File: src/rtl/tdd_sync_gate.sv
// Multi-channel TDD gate for I/Q streams: a rising sync_in edge arms a delay, then opens
// the gate for a programmable width. PCOUNT_WIDTH sets the pulse counter width (16 nominal).
module tdd_sync_gate #(
  parameter int DATA_WIDTH   = 16,
  parameter int NUM_CH       = 2,
  parameter int CNT_WIDTH    = 32,
  parameter int PCOUNT_WIDTH = 16
) (
  input  logic                         clk,
  input  logic                         rstn,
  input  logic                         cfg_enable,
  input  logic [1:0]                   cfg_mode,
  input  logic [CNT_WIDTH-1:0]         cfg_delay,
  input  logic [CNT_WIDTH-1:0]         cfg_width,
  input  logic                         clr_overrun,
  input  logic                         sync_in,
  input  logic                         data_in_valid,
  input  logic [NUM_CH*DATA_WIDTH-1:0] data_in_I,
  input  logic [NUM_CH*DATA_WIDTH-1:0] data_in_Q,
  output logic                         data_out_valid,
  output logic [NUM_CH*DATA_WIDTH-1:0] data_out_I,
  output logic [NUM_CH*DATA_WIDTH-1:0] data_out_Q,
  output logic                         sync_out,
  output logic                         busy,
  output logic                         overrun,
  output logic [PCOUNT_WIDTH-1:0]      pulse_count
);

  typedef enum logic [1:0] {
    ST_IDLE   = 2'd0,
    ST_DELAY  = 2'd1,
    ST_ACTIVE = 2'd2
  } state_t;

  localparam logic [1:0]              MODE_RETRIG = 2'd1;
  localparam logic [1:0]              MODE_CONT   = 2'd2;
  localparam logic [CNT_WIDTH-1:0]    CNT_ONE     = CNT_WIDTH'(1);
  localparam logic [PCOUNT_WIDTH-1:0] PC_ONE      = PCOUNT_WIDTH'(1);

  state_t                 state_r;
  logic [CNT_WIDTH-1:0]   cnt_r;
  logic [CNT_WIDTH-1:0]   width_r;
  logic                   sync_in_d;

  logic                   edge_s;
  logic                   retrig_s;
  logic                   cont_s;
  logic                   oneshot_s;
  logic                   restart_s;
  logic                   gate_s;
  logic                   overrun_set_s;

  // Trigger qualification; a retrigger with a non-zero delay closes the gate in its own cycle
  always_comb begin
    edge_s        = sync_in & ~sync_in_d;
    retrig_s      = (cfg_mode == MODE_RETRIG);
    cont_s        = (cfg_mode == MODE_CONT);
    oneshot_s     = ~retrig_s & ~cont_s;
    restart_s     = cfg_enable & ~cont_s & edge_s & (cfg_width != '0) &
                    ((state_r == ST_IDLE) | retrig_s);
    gate_s        = cfg_enable & (state_r == ST_ACTIVE) & ~(restart_s & (cfg_delay != '0));
    overrun_set_s = cfg_enable & oneshot_s & edge_s & (state_r != ST_IDLE);
  end

  // Gate FSM, registered datapath and status
  always_ff @(posedge clk or posedge rstn) begin
    if (rstn) begin
      state_r        <= ST_IDLE;
      cnt_r          <= '0;
      width_r        <= '0;
      sync_in_d      <= 1'b0;
      data_out_valid <= 1'b0;
      data_out_I     <= '0;
      data_out_Q     <= '0;
      sync_out       <= 1'b0;
      busy           <= 1'b0;
      overrun        <= 1'b0;
      pulse_count    <= '0;
    end else begin
      sync_in_d      <= sync_in;
      data_out_valid <= data_in_valid;
      sync_out       <= gate_s;
      data_out_I     <= gate_s ? data_in_I : '0;
      data_out_Q     <= gate_s ? data_in_Q : '0;

      if (overrun_set_s) begin
        overrun <= 1'b1;
      end else if (clr_overrun) begin
        overrun <= 1'b0;
      end

      if (!cfg_enable) begin
        state_r <= ST_IDLE;
        busy    <= 1'b0;
      end else if (cont_s) begin
        if (state_r != ST_ACTIVE) begin
          pulse_count <= pulse_count + PC_ONE;
        end
        state_r <= ST_ACTIVE;
        busy    <= 1'b1;
      end else if (restart_s) begin
        width_r <= cfg_width;
        busy    <= 1'b1;
        if (cfg_delay == '0) begin
          state_r     <= ST_ACTIVE;
          cnt_r       <= cfg_width - CNT_ONE;
          pulse_count <= pulse_count + PC_ONE;
        end else begin
          state_r <= ST_DELAY;
          cnt_r   <= cfg_delay - CNT_ONE;
        end
      end else begin
        case (state_r)
          ST_DELAY: begin
            if (cnt_r == '0) begin
              state_r     <= ST_ACTIVE;
              cnt_r       <= width_r - CNT_ONE;
              pulse_count <= pulse_count + PC_ONE;
            end else begin
              cnt_r <= cnt_r - CNT_ONE;
            end
          end
          ST_ACTIVE: begin
            if (cnt_r == '0) begin
              state_r <= ST_IDLE;
              busy    <= 1'b0;
            end else begin
              cnt_r <= cnt_r - CNT_ONE;
            end
          end
          default: begin
            state_r <= ST_IDLE;
            busy    <= 1'b0;
          end
        endcase
      end
    end
  end

endmodule

File: config.mk
export PLATFORM = sky130hd
export DESIGN_NAME = tdd_sync_gate
export DESIGN_NICKNAME = d
export VERILOG_FILES = /design/src/rtl/tdd_sync_gate.sv
export SDC_FILE = /design/constraint.sdc
export NUM_CORES = 1
export LEC_CHECK = 0
export ABC_AREA = 1
export BUFFER_PORTS_ARGS = -buffer_cell sky130_fd_sc_hd__buf_2
export CAP_MARGIN = 15
export CORE_MARGIN = 4
export CORE_UTILIZATION = 25
export CTS_CLUSTER_SIZE = 16
export DETAILED_ROUTE_END_ITERATION = 8
export HOLD_SLACK_MARGIN = 0.12
export SETUP_SLACK_MARGIN = 0.15
export SLEW_MARGIN = 20
export SYNTH_ARGS = -nofsm -noshare
export SYNTH_HDL_FRONTEND = slang
export SYNTH_SLANG_ARGS = --single-unit
File: constraint.sdc
create_clock -name clk -period 6.24 [get_ports clk]
set_input_delay 0.624 -clock clk [delete_from_list [all_inputs] [get_ports clk]]
set_output_delay 0.624 -clock clk [all_outputs]
set_load 0.01 [all_outputs]
==> reports/results.txt, run 1 <==
Post-synth cell types -> 43
Fill cell instance count of the final layout -> 4236
Post-Synthesis Net Count -> 1529
Die X -> 203 um
Max_cap viols -> 0
RSZ-0062 raised after global routing -> false
Nets -> 1736
Num CTS Buffers -> 17
Post-route total power -> 0.00326 W
# Post-CTS Setup Buffers -> 0
Worst Hold Class -> in2reg
Root Buffer -> clkbuf_16
Largest net degree at the start of global routing -> 95
CP cell instances -> inv_1 -> ha_1 -> nand2_1 -> inv_1 -> nand2_1 -> nor2_1 -> nand2_1 -> nor2_2 -> nand2_2 -> inv_2 -> o21ai_0 -> o21ai_1 -> a21oi_1 -> nand2_1 -> o21ai_1
Critical Path RT -> 6.51 ns
Worst path arrival time -> 3.68 ns
Initial antenna violation count -> 1
Clock skew -> 0.0122 ns
Critical Path Start Type -> flop
Placed cell areas -> 11000 um^2
Routed WL -> 30.9 mm
Drt pass-1 iters -> 6
Warnings from Yosys -> 0
Worst-Skew Late Latency -> 0.42 ns
Vias in the first global route -> 9210
Global-route usage over all layers -> 14.9%
Post-CTS Hold Buffers -> 0
Share of the yosys chip area belonging to registers -> 39.9%
Crit Path Class -> reg2reg
Htree depth -> 4
PwrDens -> 281 nW/um^2
Storage cell area -> 3780 um^2
Tmin final -> 3.41 ns
Top-Level Pins -> 220
Share of cells above drive strength 1 -> 18.4%
Worst setup EP type -> flop
Buf/Inv on CP -> 3
Vias after detailed routing -> 9358
Die H -> 203 um
Status -> finished clean
GRT Residual Overflow -> 0
Final Setup Violations -> 0
Detailed Place HPWL -> 23.7 mm
Drc violations -> 0
CP dominant cell by count -> nand2_1
Hold Worst Slack -> 0.310 ns
Clk slew on worst S/H paths -> 0.07 ns
CTS tree -> done
Worst VDD drop -> 0.174 mV
Period utilization -> 54.7%
Top delay family on crit path -> simple AND/OR/NAND/NOR gates
Sink Count -> 151
Vias/cell -> 4.42
Cells on worst reg2reg path -> 15
Cell Rows -> 71
Layout Area Growth over Synthesis -> 22.4%
RD Place Congestion -> 0.922
Max-slew violations -> 0
Drt initial violations -> 858
Slowest CP cell -> inv_2
Synth top area cells -> dfrtp_1, nand2_1, nor2_1
Cells after synthesis -> 1387
Per-cell routed wire length -> 14.6 um
Lkg Pwr -> 6.11 nW
Post-synth top area share -> 39.9%
Area of the multi-input gates -> 4620 um^2
Fmax achieved -> 293 MHz
Fin area -> 11600 um^2
Cell Area, Synth -> 9460 um^2
Worst hold path depth -> 1
CP Max Fanout -> 28
Final Util -> 30.9%
Least-Margin Pin Slew -> 0.864 ns
Crit path largest cell delay -> 0.53 ns
Avg Inst Size Synth -> 6.82 um^2
Starting density of the core -> 25.2%
Global-route wire length before repair -> 49.0 mm
PortBufs -> 219
Total core area -> 37500 um^2
Setup Total Neg Slack -> 0 ns
CTS resizes -> 0
ANT nets after route -> 0
Endpoints failing hold -> 0
Die area -> 41000 um^2
Cell taking the most area after synthesis -> dfrtp_1
Worst path depth -> 15
Yosys reg bits -> 151
Clock buffer depth -> 2
Normalized max-slew margin -> 42.4%
through the flow:
step           cells  worst slack, ns
3_3_place_gp    2086             2.67
2_1_floorplan   1387             1.55
6_report        2115             2.83
5_1_grt         2115             2.51
3_5_place_dp    2086             2.63
4_1_cts         2114             2.88
final cells by class:
| class | instances | share of cell area (%) |
|---|---|---|
| diodes | 1 | 0.0216 |
| clock buffers | 19 | 3.82 |
| clock inverters | 9 | 0.918 |
| inverters | 226 | 7.38 |
| multi-input cells | 974 | 39.9 |
| flip-flops and latches | 151 | 32.6 |
| well taps | 511 | 5.52 |
| repair buffers | 224 | 9.82 |
logic make-up after synthesis:
family / Yosys count / share of synthesized area [%]
buffers and inverters: 262 / 11.3
AND/OR/NAND/NOR: 735 / 33.0
flip-flops: 151 / 39.9
AO/OA/AOI/OAI: 184 / 10.5
XOR/XNOR: 49 / 4.53
adder cells (fa/ha/maj): 6 / 0.793
where the power goes:
| group | leakage (nW) | switching (W) | internal [W] |
|---|---|---|---|
| clock | 0.262 | 0.000430 | 0.000589 |
| combinational | 3.93 | 0.000542 | 0.000336 |
| sequential | 1.92 | 0.000194 | 0.00117 |
cell usage after synthesis:
cell type and n:
a21o_1 1, a21oi_1 59, a21oi_2 3, a22oi_1 4, a31oi_1 13, a32o_1 1
and2_1 1, buf_2 11, buf_4 2, buf_6 6, buf_8 1, clkbuf_1 15
clkbuf_4 1, clkinv_1 2, dfrtp_1 151, ha_1 6, inv_1 220, inv_2 4
nand2_1 325, nand2_2 7, nand2_4 5, nand3_1 79, nand3b_1 4, nand4_1 19
nor2_1 250, nor2_2 12, nor2_4 5, nor2_8 1, nor3_1 13, nor3_2 1
nor4_1 7, nor4_2 1, o211ai_1 8, o21ai_0 84, o21ai_1 8, o21bai_1 1
o221ai_1 1, o22ai_1 1, or2_1 1, or2_2 3, or3_1 1, xnor2_1 10
xor2_1 39
routing by layer:
| layer | up-vias | GRT usage, % | part of all wire, % | wire length [um] |
|---|---|---|---|---|
| met1 | 4358 | 19.9 | 44 | 13700 |
| met4 | 0 | 3.69 | 1.5 | 466 |
| met5 | - | 0 | 0 | 0 |
| met3 | 27 | 2.65 | 5.2 | 1590 |
| li1 | 4734 | - | - | - |
| met2 | 239 | 25.1 | 49 | 15100 |
cells in the final DEF, fill, tap and decap left out, types with 2 or more instances in the layout:
cell | netlist | layout
clkinvlp_4 | 0 | 3
nor2_1 | 250 | 250
a31oi_1 | 13 | 13
xnor2_1 | 10 | 10
buf_4 | 2 | 4
a21oi_2 | 3 | 3
dfrtp_1 | 151 | 151
o21ai_0 | 84 | 84
nor4_1 | 7 | 7
nand4_1 | 19 | 19
or2_2 | 3 | 3
ha_1 | 6 | 6
nand2_2 | 7 | 8
a21oi_1 | 59 | 59
buf_2 | 11 | 219
inv_2 | 4 | 3
nand3_1 | 79 | 79
nand2_4 | 5 | 5
nor2_2 | 12 | 12
nor3_1 | 13 | 13
nand2_1 | 325 | 324
clkinv_1 | 2 | 2
o21ai_1 | 8 | 8
a22oi_1 | 4 | 4
o211ai_1 | 8 | 8
xor2_1 | 39 | 39
nor2_4 | 5 | 5
clkinv_2 | 0 | 4
inv_1 | 220 | 219
clkbuf_16 | 0 | 17
bufinv_16 | 0 | 2
nand3b_1 | 4 | 4
registers in the layout, summed over array words and instances (netlist names):
name and cells:
busy 1, cnt_r 32, data_out_I 32, data_out_Q 32
data_out_valid 1, overrun 1, pulse_count 16, state_r 2
sync_in_d 1, sync_out 1, width_r 32
worst paths after layout:
check / start / end / slack, ns
max in group asynchronous: rstn / cnt_r[1] / 4.74
hold / removal: data_in_valid / data_out_valid / 0.31
min in group asynchronous: rstn / data_out_Q[20] / 0.33
hold reg to reg: width_r[0] / width_r[0] / 0.50
setup reg to reg: cnt_r[0] / cnt_r[30] / 2.83
setup / recovery: cnt_r[0] / cnt_r[30] / 2.83
No activity file was read; power rests on OpenSTA's default activity.
==> run 2, diff against run 1 <==
Clock period 6.24 ns to 2.75 ns, I/O delays scaled along.
==> run 2 against run 1 <==
Clock power is 130% higher. Design area is 11% higher. Routed wire length is 7.5% higher. Register-to-register slack worse by 2.5 ns. Clock skew is 0.0035 ns higher. Total power is 130% higher. Non-clock buffer count is 126 higher. Via count is 7.0% higher. Count of clock-buffer cells in the layout is 2 lower.
==> reports/results.txt, run 2 (same netlist as run 1, synthesis figures left out) <==
Status -> finished clean (unchanged)
RSZ-0062 raised after global routing -> true (was false)
Share of cells above drive strength 1 -> 20.6% (was 18.4%)
Per-cell routed wire length -> 14.8 um (was 14.6 um)
Placement Setup Slack -> 0.0976 ns (was 2.63 ns)
Layout Area Growth over Synthesis -> 36.4% (was 22.4%)
Worst setup EP type -> flop (unchanged)
Worst path arrival time -> 2.99 ns (was 3.68 ns)
Final Setup Violations -> 0 (unchanged)
Worst Hold Class -> in2reg (unchanged)
PwrDens -> 592 nW/um^2 (was 281 nW/um^2)
Finished Layout Cells -> 2245 (was 2115)
Worst-Skew Late Latency -> 0.45 ns (was 0.42 ns)
Least-Margin Pin Slew -> 0.482 ns (was 0.864 ns)
ANT nets after route -> 0 (unchanged)
Drt initial violations -> 711 (was 858)
Global-route usage over all layers -> 15.9% (was 14.9%)
Final worst setup slack -> 0.131 ns (was 2.83 ns)
Detailed Place HPWL -> 25.5 mm (was 23.7 mm)
Clk slew on worst S/H paths -> 0.06 ns (was 0.07 ns)
Vias in the first global route -> 9747 (was 9210)
Global-route wire length before repair -> 51.8 mm (was 49.0 mm)
Cell Rows -> 71 (unchanged)
Die area -> 41000 um^2 (unchanged)
Max_cap viols -> 0 (unchanged)
Die X -> 203 um (unchanged)
Most frequent cells in the layout -> nand2_1, nor2_1, inv_1, buf_2, dfrtp_1 (unchanged)
GRT Residual Overflow -> 0 (unchanged)
Root Buffer -> clkbuf_16 (unchanged)
Tmin final -> 2.62 ns
PortBufs -> 219 (unchanged)
Endpoints failing hold -> 0 (unchanged)
Clock buffer depth -> 2 (unchanged)
Fill cell instance count of the final layout -> 4115 (was 4236)
CP Max Fanout -> 11 (was 28)
Die H -> 203 um (unchanged)
Placed Cells -> 2128 (was 2086)
Initial antenna violation count -> 2 (was 1)
Worst VDD drop -> 0.391 mV (was 0.174 mV)
Max-slew violations -> 0 (unchanged)
Lkg Pwr -> 6.73 nW (was 6.11 nW)
Drc violations -> 0 (unchanged)
Vias after detailed routing -> 10000 (was 9358)
Clock skew -> 0.0157 ns (was 0.0122 ns)
Crit path largest cell delay -> 0.54 ns (was 0.53 ns)
Routed WL -> 33.2 mm (was 30.9 mm)
Slowest CP cell -> dlygate4sd3_1 (was inv_2)
Most common cell after layout, fill and taps aside -> nand2_1 (unchanged)
Htree depth -> 4 (unchanged)
Setup Total Neg Slack -> 0 ns (unchanged)
CP dominant cell by count -> nor2_1 (was nand2_1)
RD Place Congestion -> 0.927 (was 0.922)
Top-Level Pins -> 220 (unchanged)
Num CTS Buffers -> 17 (unchanged)
Nets -> 1862 (was 1736)
Total core area -> 37500 um^2 (unchanged)
Starting density of the core -> 25.2% (unchanged)
Placed cell areas -> 11400 um^2 (was 11000 um^2)
Crit Path Class -> in2reg (was reg2reg)
CTS tree -> done (unchanged)
Critical Path Start Type -> input pin (was flop)
Vias/cell -> 4.46 (was 4.42)
Normalized max-slew margin -> 67.9% (was 42.4%)
Sink Count -> 151 (unchanged)
Fmax achieved -> 382 MHz
Drt pass-1 iters -> 5 (was 6)
Largest net degree at the start of global routing -> 65 (was 95)
Period utilization -> 95.3%
Fin area -> 12900 um^2 (was 11600 um^2)
Post-route total power -> 0.00765 W (was 0.00326 W)
CP cell instances -> dlygate4sd3_1 -> buf_2 -> inv_1 -> nand4_1 -> nor2_1 -> nand4_1 -> nand2_2 -> nor2_1 -> nor2_1 -> o21ai_2 -> nor2_4 -> buf_12 -> nand2_1 -> nor2_2 -> xor2_1 (was inv_1 -> ha_1 -> nand2_1 -> inv_1 -> nand2_1 -> nor2_1 -> nand2_1 -> nor2_2 -> nand2_2 -> inv_2 -> o21ai_0 -> o21ai_1 -> a21oi_1 -> nand2_1 -> o21ai_1)
Critical Path RT -> 3.12 ns (was 6.51 ns)
[run 2: cell count changes in the layout (fill, tap and decap cells not counted), moves of 3 or more]
cell,before,now
nor2_1,250,244
inv_6,1,4
dlygate4sd3_1,0,81
buf_12,0,5
buf_4,4,42
nand2_2,8,11
nor2_4,5,9
clkinv_2,4,1
nand2_1,324,321
[run 2: layout make-up]
class | instances | area [um^2] | area share [%]
Clock inverter | 13 | 148 | 1.14
Inverter | 226 | 857 | 6.64
Clock buffer | 17 | 425 | 3.29
Tap cell | 511 | 639 | 4.95
Sequential cell | 151 | 3780 | 29.3
Antenna cell | 3 | 7.51 | 0.0581
Timing Repair Buffer | 350 | 2370 | 18.4
Multi-Input combinational cell | 974 | 4690 | 36.3
[run 2: metrics by stage]
stage                     util, %  hold WS, ns
after floorplan                 -        0.306
after global placement       30.4        0.217
after detailed placement     30.4        0.219
after CTS                    34.1        0.122
after global routing         34.4        0.134
final                        34.4        0.147
[run 2: timing repair]
item / 4_1_cts / 5_1_grt
pin swaps: 0 / 4
setup buffers: 0 / 2
gates resized for setup: 1 / 22
cloned: 0 / 1
hold buffers: 81 / 0
setup endpoints to repair: 1 / 43
hold endpoints to repair: 140 / 0
[run 2: per-layer routing]
| layer | track usage [%] | share of wire [%] | vias up |
|---|---|---|---|
| li1 | - | - | 4987 |
| met1 | 20.8 | 44 | 4701 |
| met5 | 0 | 0 | - |
| met4 | 5.58 | 3.0 | 0 |
| met3 | 3.08 | 4.8 | 53 |
| met2 | 26.5 | 48 | 268 |
[run 2: power breakdown]
part	switching [W]	internal [W]	leakage, nW
sequential	0.000460	0.00265	1.92
clock	0.00103	0.00134	0.269
combinational	0.00129	0.000885	4.54
total	0.00278	0.00487	6.73
[run 2: worst max-delay path: cells and delay by family]
kind                   cells  cell delay [ns]
AO/OA/AOI/OAI              1             0.12
XOR/XNOR                   1             0.14
buffers and inverters      4             0.88
AND/OR/NAND/NOR            9             1.57
[run 2: worst paths after layout]
check,from,endpoint,slack [ns],cells past startpoint
min,cfg_width[27],width_r[27],0.15,3
max,cfg_width[22],pulse_count[6],0.13,15
max in group asynchronous,rstn,width_r[0],1.70,4
min reg2reg,width_r[0],width_r[0],0.49,2
min in group asynchronous,rstn,data_out_Q[31],0.32,3
max reg2reg,cnt_r[0],cnt_r[7],0.32,14
==> run 3, diff against run 2 <==
Settings changed: ABC_AREA 1 to not set, HOLD_SLACK_MARGIN 0.12 to not set.
==> run 3 against run 2 <==
The flow now finishes with violations (negative setup slack). Largest power group unchanged. Sequential power decreased by 3%. Global-route usage increased by 0.17 points. Die area decreased by 11%. Flip-flop and latch count unchanged. Combinational power about the same. Clock power about the same. Design area increased by 1.4%.
==> reports/results.txt, run 3 <==
Tmin final -> 2.88 ns (was 2.62 ns)
Cells after synthesis -> 960 (was 1387)
Crit Path Class -> reg2reg (was in2reg)
Synth top area cells -> dfrtp_1, nand2_1, and2_1 (was dfrtp_1, nand2_1, nor2_1)
Max-slew violations -> 0 (unchanged)
Crit path largest cell delay -> 0.54 ns (about the same)
Root Buffer -> clkbuf_16 (unchanged)
Final Util -> 39.8% (was 34.4%)
Worst hold path depth -> 2 (was 3)
Clk slew on worst S/H paths -> 0.08 ns (was 0.06 ns)
Post-Synthesis Net Count -> 1102 (was 1529)
Fmax achieved -> 347 MHz (was 382 MHz)
Global-route wire length before repair -> 47.1 mm (was 51.8 mm)
Total core area -> 32900 um^2 (was 37500 um^2)
Num CTS Buffers -> 17 (unchanged)
Ys async rst share -> 100% (unchanged)
Worst Hold Class -> in2reg (unchanged)
Per-cell routed wire length -> 16.4 um (was 14.8 um)
Clock buffer depth -> 2 (unchanged)
Most frequent cells in the layout -> buf_2, buf_4, dfrtp_1 (was nand2_1, nor2_1, inv_1, buf_2, dfrtp_1)
Top_reg_cell synth -> dfrtp_1 (unchanged)
Commonest cells in the synthesized netlist -> dfrtp_1, nand2_1, nor2_1, and2_1 (was nand2_1, nor2_1, inv_1, dfrtp_1, o21ai_0)
Starting density of the core -> 25.6% (was 25.2%)
Vias in the first global route -> 8820 (was 9747)
Detailed Place HPWL -> 22.5 mm (was 25.5 mm)
Worst VDD drop -> 0.391 mV (about the same)
Violated checks -> negative setup slack
Slowest CP cell -> or4_4 (was dlygate4sd3_1)
CP Max Fanout -> 7 (was 11)
CTS tree -> done (unchanged)
Cell taking the most area after synthesis -> dfrtp_1 (unchanged)
Reg2Reg Setup Slack -> -0.13 ns (was 0.32 ns)
Fill cell instance count of the final layout -> 3345 (was 4115)
Routed wl met2 -> 14.8 mm (was 16.0 mm)
Routed WL -> 30.1 mm (was 33.2 mm)
Die area -> 36600 um^2 (was 41000 um^2)
Layout Area Growth over Synthesis -> 55.9% (was 36.4%)
Vias after detailed routing -> 8659 (was 10000)
Worst-Skew Late Latency -> 0.44 ns (was 0.45 ns)
Post-synth cell types -> 62 (was 43)
PwrDens -> 577 nW/um^2 (was 592 nW/um^2)
Critical Path RT -> 3.07 ns (was 3.12 ns)
Vias/cell -> 4.72 (was 4.46)
Cell Area, Synth -> 8400 um^2 (was 9460 um^2)
CP cell instances -> or4_4 -> or4_4 -> nor4_4 -> buf_4 -> o21ai_4 -> o21ai_4 -> buf_12 -> buf_8 -> a2111oi_2 -> a21oi_1 -> o21ai_1 (was dlygate4sd3_1 -> buf_2 -> inv_1 -> nand4_1 -> nor2_1 -> nand4_1 -> nand2_2 -> nor2_1 -> nor2_1 -> o21ai_2 -> nor2_4 -> buf_12 -> nand2_1 -> nor2_2 -> xor2_1)
RD Place Congestion -> 0.875 (was 0.927)
Met1 Routed Length -> 13.3 mm (was 14.6 mm)
Share of the yosys chip area belonging to registers -> 45.0% (was 39.9%)
Status -> finished with violations (was finished clean)
Die X -> 191 um (was 203 um)
Lkg Pwr -> 6.13 nW (was 6.73 nW)
Largest net degree at the start of global routing -> 66 (was 65)
Drt initial violations -> 544 (was 711)
Die H -> 191 um (was 203 um)
Initial antenna violation count -> 0 (was 2)
Drc violations -> 0 (unchanged)
GRT Residual Overflow -> 0 (unchanged)
Cells on worst reg2reg path -> 11 (was 14)
Period utilization -> 105% (was 95.3%)
ANT nets after route -> 0 (unchanged)
Final Setup Violations -> 30 (was 0)
Most common cell after layout, fill and taps aside -> buf_2 (was nand2_1)
Count leader, synth -> dfrtp_1 (was nand2_1)
Htree depth -> 4 (unchanged)
Least-Margin Pin Slew -> 0.639 ns (was 0.482 ns)
Nets -> 1521 (was 1862)
Placement Setup Slack -> -0.469 ns (was 0.0976 ns)
Worst path depth -> 11 (was 15)
Top layer in use -> met4 (unchanged)
Worst path arrival time -> 3.20 ns (was 2.99 ns)
Top-Level Pins -> 220 (unchanged)
EDFF count, synth -> 0 (unchanged)
Buf/Inv on CP -> 3 (was 4)
Met3 wire len -> 1.51 mm (was 1.59 mm)
Fin area -> 13100 um^2 (was 12900 um^2)
PortBufs -> 219 (unchanged)
Hold Worst Slack -> 0.0306 ns (was 0.147 ns)
Final worst setup slack -> -0.131 ns (was 0.131 ns)
Clock skew -> 0.0170 ns (was 0.0157 ns)
Global-route usage over all layers -> 16.1% (was 15.9%)
Normalized max-slew margin -> 57.4% (was 67.9%)
Critical Path Start Type -> flop (was input pin)
Cell Rows -> 66 (was 71)
Avg Inst Size Synth -> 8.75 um^2 (was 6.82 um^2)
Max_cap viols -> 0 (unchanged)
Placed cell areas -> 11500 um^2 (was 11400 um^2)
RSZ-0062 raised after global routing -> true (unchanged)
Top delay family on crit path -> simple AND/OR/NAND/NOR gates (unchanged)
Worst setup EP type -> flop (unchanged)
Sink Count -> 151 (unchanged)
Endpoints failing hold -> 0 (unchanged)
Warnings from Yosys -> 0 (unchanged)
Drt pass-1 iters -> 6 (was 5)
Share of cells above drive strength 1 -> 42.1% (was 20.6%)
Yosys reg bits -> 151 (unchanged)
Post-synth top area share -> 45.0% (was 39.9%)
run 3: cell type report:
cell class | instances | area (um^2) | share of cell area (%)
Clock buffer | 17 | 425 | 3.25
Tap cell | 442 | 553 | 4.22
Sequential cell | 151 | 3780 | 28.9
Inverter | 13 | 52.6 | 0.401
Timing Repair Buffer | 441 | 3060 | 23.4
Antenna cell | 1 | 2.50 | 0.0191
Multi-Input combinational cell | 755 | 5070 | 38.7
Clock inverter | 15 | 154 | 1.18
run 3: worst paths after layout:
path                                 startpoint              end
worst max register to register        cnt_r[19]        cnt_r[20]
max in group asynchronous                  rstn         cnt_r[5]
min in group asynchronous                  rstn   data_out_I[19]
worst max-delay path                  cnt_r[19]        cnt_r[20]
worst min register to register  pulse_count[15]  pulse_count[15]
worst min-delay path               data_in_I[4]    data_out_I[4]
run 3: layer usage:
layer / vias up / global-route usage [%]
met5: - / 0
met2: 254 / 27.1
li1: 4222 / -
met4: 0 / 4.42
met3: 37 / 2.56
met1: 4146 / 21.4
run 3: worst register-to-register path: stages (launching register included):
cell and delay [ns]:
dfrtp_1 0.41, or4_4 0.54, or4_4 0.54, nor4_4 0.25, buf_4 0.18, o21ai_4 0.10, o21ai_4 0.21, buf_12 0.17
buf_8 0.13, a2111oi_2 0.04, a21oi_1 0.13, o21ai_1 0.08
run 3: cells by family (layout without fill, tap and decap cells):
family / after synthesis / count (layout) / share of synthesized area (%)
other cells: 0 / 1 / 0
mux: 9 / 9 / 1.13
buf+inv: 54 / 486 / 2.62
simple gates: 478 / 478 / 29.0
xor+xnor: 74 / 74 / 7.72
fa+ha+maj: 6 / 6 / 0.894
flops: 151 / 151 / 45.0
compound gates: 188 / 188 / 13.7
run 3: metrics by stage:
step	std cells	TNS [ns]	power, W
global placement	1764	-22.32	0.00483
floorplan	960	-0.0638	0.00397
CTS	1821	-0.0660	0.00741
global route	1834	-4.44	0.00802
finish	1835	-1.59	0.00756
detailed placement	1764	-24.98	0.00486
run 3: where the power goes:
| group | internal (W) | total, W | switching (W) |
|---|---|---|---|
| registers | 0.00260 | 0.00301 | 0.000414 |
| logic | 0.00108 | 0.00221 | 0.00113 |
| clock network | 0.00122 | 0.00234 | 0.00112 |
run 3: repair_timing:
item                                    4_1_cts  5_1_grt
endpoints found under the setup margin       46      113
hold buffers                                  3        0
gates cloned                                  3        2
pin swaps                                    32       40
buffers inserted                             19       11
hold endpoints to repair                     18        0
resized for setup                           107       73
